**config.mk**
```make
export PLATFORM = sky130hd
export DESIGN_NAME = reset_sequencer
export DESIGN_NICKNAME = d
export VERILOG_FILES = /design/src/rtl/reset_sequencer.sv
export SDC_FILE = /design/constraint.sdc
export NUM_CORES = 1
export LEC_CHECK = 0
export BUFFER_PORTS_ARGS = -buffer_cell sky130_fd_sc_hd__buf_4
export CAP_MARGIN = 20
export CORE_ASPECT_RATIO = 0.75
export CORE_MARGIN = 1.5
export CORE_UTILIZATION = 50
export CTS_CLUSTER_DIAMETER = 80
export DETAILED_ROUTE_END_ITERATION = 8
export PLACE_DENSITY_LB_ADDON = 0.2
export SYNTH_ARGS = -nofsm -noshare
export SYNTH_HDL_FRONTEND = slang
export SYNTH_SLANG_ARGS = --single-unit
export TNS_END_PERCENT = 100
```
**constraint.sdc**
```tcl
create_clock -name clk -period 2.7 [get_ports clk]
set_input_delay 0.135 -clock clk [delete_from_list [all_inputs] [get_ports clk]]
set_output_delay 0.135 -clock clk [all_outputs]
set_load 0.005 [all_outputs]
```
**src/rtl/reset_sequencer.sv**
```systemverilog
// Reset sequencer: holds all channel resets, releases them in ascending order with programmable
// gaps, and performs an ordered descending shutdown followed by clock gating.
module reset_sequencer #(
  parameter int unsigned CHANNELS    = 4,
  parameter int unsigned DELAY_W     = 8,
  parameter int unsigned HOLD_CYCLES = 16
) (
  input  logic                         clk,
  input  logic                         resn,
  input  logic [CHANNELS*DELAY_W-1:0]  delay_cfg,
  input  logic                         soft_rst_req,
  input  logic                         shutdown_req,
  output logic [CHANNELS-1:0]          channel_resn,
  output logic [CHANNELS-1:0]          channel_clk_en,
  output logic                         busy,
  output logic                         all_running,
  output logic                         all_reset,
  output logic [2:0]                   state
);

  localparam int unsigned GapSpan  = 2 ** DELAY_W;
  localparam int unsigned MaxCount = (HOLD_CYCLES > GapSpan) ? HOLD_CYCLES : GapSpan;
  // Wide enough to hold MaxCount itself, so neither the hold nor a full gap can wrap.
  localparam int unsigned CntW     = $clog2(MaxCount + 1);
  localparam int unsigned IdxW     = (CHANNELS > 1) ? $clog2(CHANNELS) : 1;

  localparam logic [CntW-1:0] CntZero  = '0;
  localparam logic [CntW-1:0] CntOne   = CntW'(1);
  localparam logic [CntW-1:0] HoldLast = CntW'(HOLD_CYCLES - 1);
  localparam logic [IdxW-1:0] IdxZero  = '0;
  localparam logic [IdxW-1:0] IdxOne   = IdxW'(1);
  localparam logic [IdxW-1:0] IdxLast  = IdxW'(CHANNELS - 1);

  typedef enum logic [2:0] {
    StHold     = 3'd0,
    StRelease  = 3'd1,
    StRun      = 3'd2,
    StShutdown = 3'd3,
    StGate     = 3'd4,
    StOff      = 3'd5
  } state_e;

  state_e                state_q, state_d;
  logic [CntW-1:0]       cnt_q, cnt_d;
  logic [IdxW-1:0]       idx_q, idx_d;
  logic [DELAY_W-1:0]    gap_q, gap_d;
  logic [CHANNELS-1:0]   resn_q, resn_d;
  logic [CHANNELS-1:0]   clk_en_q, clk_en_d;
  logic                  busy_q, busy_d;
  logic                  running_q, running_d;
  logic                  all_reset_q, all_reset_d;

  logic [DELAY_W-1:0]    gap_tbl [CHANNELS];
  logic [IdxW-1:0]       idx_up, idx_dn;
  logic                  gap_done;

  for (genvar i = 0; i < CHANNELS; i++) begin : g_gap_tbl
    assign gap_tbl[i] = delay_cfg[i*DELAY_W +: DELAY_W];
  end

  assign idx_up   = idx_q + IdxOne;
  assign idx_dn   = idx_q - IdxOne;
  assign gap_done = (cnt_q == CntW'(gap_q));

  always_comb begin
    state_d  = state_q;
    cnt_d    = cnt_q;
    idx_d    = idx_q;
    gap_d    = gap_q;
    resn_d   = resn_q;
    clk_en_d = clk_en_q;

    case (state_q)
      StHold: begin
        if (shutdown_req) begin
          // Every reset is already low, so go straight to clock gating.
          state_d = StGate;
          cnt_d   = CntZero;
        end else if (soft_rst_req) begin
          cnt_d = CntZero;
        end else if (cnt_q == HoldLast) begin
          state_d = StRelease;
          idx_d   = IdxZero;
          gap_d   = gap_tbl[0];
          cnt_d   = CntZero;
        end else begin
          cnt_d = cnt_q + CntOne;
        end
      end

      StRelease: begin
        if (shutdown_req) begin
          cnt_d = CntZero;
          if (idx_q == IdxZero) begin
            state_d = StGate;
          end else begin
            state_d = StShutdown;
            idx_d   = idx_dn;
            gap_d   = gap_tbl[idx_dn];
          end
        end else if (soft_rst_req) begin
          state_d = StHold;
          resn_d  = '0;
          cnt_d   = CntZero;
        end else if (gap_done) begin
          resn_d[idx_q] = 1'b1;
          cnt_d         = CntZero;
          if (idx_q == IdxLast) begin
            state_d = StRun;
          end else begin
            idx_d = idx_up;
            gap_d = gap_tbl[idx_up];
          end
        end else begin
          cnt_d = cnt_q + CntOne;
        end
      end

      StRun: begin
        if (shutdown_req) begin
          state_d = StShutdown;
          idx_d   = IdxLast;
          gap_d   = gap_tbl[IdxLast];
          cnt_d   = CntZero;
        end else if (soft_rst_req) begin
          state_d = StHold;
          resn_d  = '0;
          cnt_d   = CntZero;
        end
      end

      StShutdown: begin
        if (gap_done) begin
          resn_d[idx_q] = 1'b0;
          cnt_d         = CntZero;
          if (idx_q == IdxZero) begin
            state_d = StGate;
          end else begin
            idx_d = idx_dn;
            gap_d = gap_tbl[idx_dn];
          end
        end else begin
          cnt_d = cnt_q + CntOne;
        end
      end

      StGate: begin
        if (cnt_q == HoldLast) begin
          state_d  = StOff;
          clk_en_d = '0;
          cnt_d    = CntZero;
        end else begin
          cnt_d = cnt_q + CntOne;
        end
      end

      StOff: begin
        // Clocks come back while resets stay low through the following hold.
        if (!shutdown_req) begin
          state_d  = StHold;
          clk_en_d = '1;
          cnt_d    = CntZero;
        end
      end

      default: begin
        state_d  = StHold;
        resn_d   = '0;
        clk_en_d = '1;
        cnt_d    = CntZero;
        idx_d    = IdxZero;
      end
    endcase

    busy_d      = (state_d != StRun) && (state_d != StOff);
    running_d   = (state_d == StRun);
    all_reset_d = (resn_d == '0);
  end

  always_ff @(posedge clk or negedge resn) begin
    if (!resn) begin
      state_q     <= StHold;
      cnt_q       <= CntZero;
      idx_q       <= IdxZero;
      gap_q       <= '0;
      resn_q      <= '0;
      clk_en_q    <= '1;
      busy_q      <= 1'b1;
      running_q   <= 1'b0;
      all_reset_q <= 1'b1;
    end else begin
      state_q     <= state_d;
      cnt_q       <= cnt_d;
      idx_q       <= idx_d;
      gap_q       <= gap_d;
      resn_q      <= resn_d;
      clk_en_q    <= clk_en_d;
      busy_q      <= busy_d;
      running_q   <= running_d;
      all_reset_q <= all_reset_d;
    end
  end

  assign channel_resn   = resn_q;
  assign channel_clk_en = clk_en_q;
  assign busy           = busy_q;
  assign all_running    = running_q;
  assign all_reset      = all_reset_q;
  assign state          = state_q;

endmodule

```
---- Word level (Yosys, flattened, before mapping) ----
Index checks and enable logic that the tools add are counted.
storage, ports and cells
  flip-flop bits (word level) ............. 33
  word-level logic and storage cells ...... 123
operators by class
  add/subtract/negate cells ............... 3
  magnitude comparators ................... 4
  eq/ne operators ......................... 22
  muxes and demuxes ....................... 65
  bitwise operators ....................... 7
  reductions and logical operators ........ 13
operators with widths
  operator                                                   count
  2-to-1 mux 8 bit                                           14
  2-to-1 mux 9 bit                                           9
  one-hot mux 9 bit (6 select lines)                         1
  2-to-1 mux 3 bit                                           14
  binary-select mux 8 bit (select 2 bit)                     2
  2-to-1 mux 4 bit                                           8
  one-hot mux 8 bit (4 select lines)                         1
  2-to-1 mux 2 bit                                           10
  one-hot mux 3 bit (6 select lines)                         1
  AND reduction 9 bit                                        2
  one-hot mux 4 bit (4 select lines)                         1
  != test 3 bit (second input constant)                      5
  != test 2 bit (second input constant)                      7
  one-hot mux 4 bit (3 select lines)                         1
  one-hot mux 2 bit (5 select lines)                         1
  adder 9 x 1 -> 9 bit (second input constant)               1
  == test 3 x 2 -> 1 bit (second input constant)             3
  == test 9 x 4 -> 1 bit (second input constant)             1
  == test 9 x 8 -> 1 bit                                     1
  == test 3 bit (second input constant)                      2
  greater-or-equal comparator 3 bit (second input constant)  2
  NOT 2 -> 3 bit                                             2
  bitwise AND 4 bit                                          1
  logical NOT 4 bit                                          1
  other kinds (21)                                           23

---- Logic depth before layout (Yosys ltp) ----
  depth after elaboration ................. 10
  gate-level depth with buffers ........... 11
  depth with buffers taken out ............ 8

---- Worst setup path after synthesis ----
OpenSTA, ideal clock, no wires.
  kind .................................... register to register
  start ................................... reg idx_q[0]
  end ..................................... reg gap_q[6]
  setup time .............................. 0.122 ns
  arrival ................................. 2.401 ns
  required time ........................... 2.578 ns
  path slack .............................. 0.177 ns
  cell stages (with the launch flop) ...... 11
  path buffers ............................ 4
  period minus slack after synthesis ...... 2.523 ns
  path through ............................ dfrtp_1 buf_2 buf_2 inv_1 ha_1 buf_1 clkbuf_1 o221ai_1 o21ai_1 nand2_1 a32o_1
between the ends
  cells in the longest elaborated chain, start to end .. 10
  elaborated cells on any way between the ends .. 21
  those cells by class .................... 2 x add/sub; 2 x eq/ne; 13 x mux; 2 x bitwise; 2 x reduce/logical
ends and longest elaborated chain
  element                                               line  source
  start: declaration                                    45    logic [IdxW-1:0] idx_q, idx_d;
  start signal: assignment                              184   idx_q <= IdxZero;
  start signal: assignment                              194   idx_q <= idx_d;
  adder 2 x 1 -> 2 bit                                  61    assign idx_up = idx_q + IdxOne;
  NOT 2 -> 3 bit (implied by the code)                  112   gap_d = gap_tbl[idx_up];
  binary-select mux 8 bit (select 2 bit)                112
  2-to-1 mux 8 bit (implied by the code) (2 in series)  112
  2-to-1 mux 8 bit                                      108   if (idx_q == IdxLast) begin
  2-to-1 mux 8 bit                                      105   end else if (gap_done) begin
  2-to-1 mux 8 bit                                      101   end else if (soft_rst_req) begin
  2-to-1 mux 8 bit                                      92    if (shutdown_req) begin
  one-hot mux 8 bit (4 select lines)                    73    case (state_q)
  end signal: assignment                                195   gap_q <= gap_d;
  end: declaration                                      46    logic [DELAY_W-1:0] gap_q, gap_d;
Several ways; a longest one is shown, not always the timed one. The select of a mux whose other input is x is not followed.
A chain may end at the register's enable or synchronous reset.

---- Worst setup path after layout ----
  start ................................... reg idx_q[1]
  end ..................................... reg gap_q[0]
The elaborated chain is that of the path after synthesis.

==> results.md <==
* Clock tree from TritonCTS: done
* Worst-case vdd ir drop at 0.0005398 V
* Worst Path Buf+Inv at 1
* Final hold violation count at 0
* Antenna cells at 0
* Antenna Violating Nets Remaining at 0
* CP peak stage delay at 0.46 ns
* Die area at 0.005589 mm2
* Place WS at 0.4492 ns
* Required time worst endpoint at 2.88 ns
* Status: completed
* Number of global-route vias before repair at 2416
* Critical Path AT at 2.49 ns
* DP Area at 0.002975 mm2
* CP max-delay cell: dfrtp_1
* Cells along the critical path: inv_1 > ha_1 > nand2b_1 > o22ai_1 > a2111oi_0 > o21ai_1 > mux2_2
* LEAKAGE at 1.299 nW
* Post-DP HPWL at 5.160 mm
* Tcrit/Tclk final at 85.83%
* Fmax at 431.5 MHz
* Least-Margin Pin Slew at 0.7424 ns
* Final Instance Area at 0.003077 mm2
* Critical Path Source Type: flip-flop
* Port Buffers at 49
* Clock buffer depth at 2
* TritonCTS Buffers at 5
* Min setup slack post-route at 0.3826 ns
* PD cells at 509.7 mW/mm2
* Worst skew pair latency at 0.28 ns
* Global placement routability congestion at 0.9154
* Final min period at 2.317 ns
* Total iterations of the first detailed-routing run at 5
* GR Util All Layers at 26.47%
* Synthesized area at 0.002572 mm2
* R2R cell count at 7
* Setup TNS at 0 ns
* Final Util at 62.44%
* Mapped Nets at 344
* Clock slew at reported path FFs at 0.08 ns
* Clock Skew at 0.01576 ns
* H-tree levels at 2
* Synth async-reset ratio at 100.0%
* Drc violations at 0
* Routed len/inst at 17.07 um
* Ports at 50
* Number of synthesized flops with an enable pin at 0
* Hold path cells at 4
* Power, Total at 1.568 mW
* Setup Viol. Count Final at 0
* First-pass GRT wire length at 11.74 mm
* Dpl cells at 397
* Crit path max-delay family: compound AO/OA/AOI/OAI gates
* Most used DFF post-synth: dfrtp_1
* Worst hold slack at 0.2424 ns
* GR Overflow Total at 0
* Mean Syn Cell Area at 8.546 um2
* Fillers at 429
* Die W at 85.83 um
* Pin count of the biggest net entering global routing at 31
* Multi-input logic area at 0.001673 mm2
* Clock sinks at 30
* Initial antenna violation count at 0
* 1st-iter DRT viols at 325
* Via Count at 2597
* Max-slew violation count at 0
* Cts hold-fix bufs at 1
* Count of standard-cell rows at 22
* Final nets at 388
* Starting Density at 52.21%
* Resized Gates After CTS at 0
* Slew headroom at 50.51%
* FF/Latch Area at 754.5 um2
* Share of cells above drive strength 1 at 25.14%
* Worst path depth at 7
* Post-synthesis sequential area ratio at 29.33%
* Die Y at 65.12 um
* Vias per inst at 6.397
* RSZ-0062 raised after global routing: false
* Seq cells post-synth at 30
* Worst setup EP type: flip-flop
* Core Region at 0.004927 mm2
* Worst-path maximum fanout at 7
* Max cap viols at 0
* Cells after synthesis at 301
* Worst Setup Path Type: reg -> reg
* Min-delay worst type: in -> reg
* Post-CTS setup buffers at 0
* CTS root buffer: clkbuf_8
* Unique masters post-synth at 59
* Synth Warn # at 0
* Non-filler cells, final at 406
* Routed WL at 6.932 mm
* Area Growth Syn to Fin at 19.60%
synth_stat cells (2+ instances only):
cell type  count  area share (%)
dfrtp_1       27              26
a21oi_1       24             4.7
nor2_1        18             2.6
o21ai_0       16             3.1
o21ai_1       16             3.1
mux2i_1       13             5.1
o22ai_1       13             3.2
nand2_1       12             1.8
clkbuf_1      11             1.6
mux2_2         8             3.5
nand2b_1       8             1.9
nand3_1        8             1.6
xor2_1         8             2.7
a22o_1         7             2.4
and3_1         7             1.7
ha_1           7             3.4
inv_1          7             1.0
o221ai_1       7             2.4
nand4_1        6             1.5
o211ai_1       6             1.8
a31oi_1        5             1.2
buf_2          5            0.97
nor3_1         5            0.97
buf_4          3            0.88
dfstp_2        3             3.1
inv_2          3            0.44
nor3b_1        3            0.88
o21a_1         3            0.88
o311a_1        3             1.2
a21o_1         2            0.58
a22oi_1        2            0.58
a32o_1         2            0.78
buf_1          2            0.29
nor2b_1        2            0.49
nor3_2         2            0.78
o21bai_1       2            0.58
o2bb2ai_1      2            0.68
or2_1          2            0.49
report_power, final:
| part | switching (mW) | internal [mW] |
|---|---|---|
| Sequential | 0.116 | 0.524 |
| Clock | 0.170 | 0.205 |
| Combinational | 0.290 | 0.263 |
routing by layer:
metal | GRT usage (%) | share of wire [%] | vias to the layer above
met5 | 0 | 0 | -
met4 | 5.847 | 0.49 | 0
met3 | 5.151 | 6.1 | 6
met2 | 41.14 | 45 | 92
met1 | 38.30 | 48 | 1251
li1 | - | - | 1248
placed cells by master, fill, tap and decap left out, types with 8 or more instances in the layout:
cell type | synthesis | layout
a21oi_1 | 24 | 24
buf_4 | 3 | 58
dfrtp_1 | 27 | 27
mux2_2 | 8 | 8
mux2i_1 | 13 | 13
nand2_1 | 12 | 12
nand2b_1 | 8 | 8
nand3_1 | 8 | 8
nor2_1 | 18 | 18
o21ai_0 | 16 | 16
o21ai_1 | 16 | 16
o22ai_1 | 13 | 13
xor2_1 | 8 | 8
worst min-delay path: stages:
cell and delay (ns):
buf_4 0.08, nor2_1 0.04, a21oi_1 0.10, a22o_1 0.12
logic make-up (layout without fill, tap and decap cells):
family          after synthesis  in the layout  synth area share (%)
simple gates                 80             80                 18.00
xor+xnor                      9              9                 3.064
flops                        30             30                 29.33
compound gates              122            122                 32.00
mux                          21             21                 8.560
buf+inv                      32             77                 5.642
fa+ha+maj                     7              7                 3.405
final cells by class:
| type | instances | share of cell area, % |
|---|---|---|
| Clock buffer | 7 | 2.806 |
| Tap cell | 60 | 2.440 |
| Timing Repair Buffer | 59 | 14.48 |
| Clock inverter | 1 | 0.1627 |
| Sequential cell | 30 | 24.52 |
| Inverter | 10 | 1.220 |
| Multi-Input combinational cell | 239 | 54.37 |
flip-flops by register name, indices dropped and copies added, names as in the netlist:
register and cells:
cnt_q 9, gap_q 8, channel_resn 4, state 3, idx_q 2, all_reset 1, all_running 1, busy 1
channel_clk_en 1
final timing paths:
kind	to	slack [ns]	from
min reg2reg	gap_q[2]	0.53	gap_q[2]
max	gap_q[0]	0.38	idx_q[1]
max reg2reg	gap_q[0]	0.38	idx_q[1]
min in group asynchronous	idx_q[0]	0.31	resn
min	gap_q[2]	0.24	delay_cfg[2]
max in group asynchronous	all_reset	2.06	resn
Note: power is estimated with default switching activity, not from simulation.
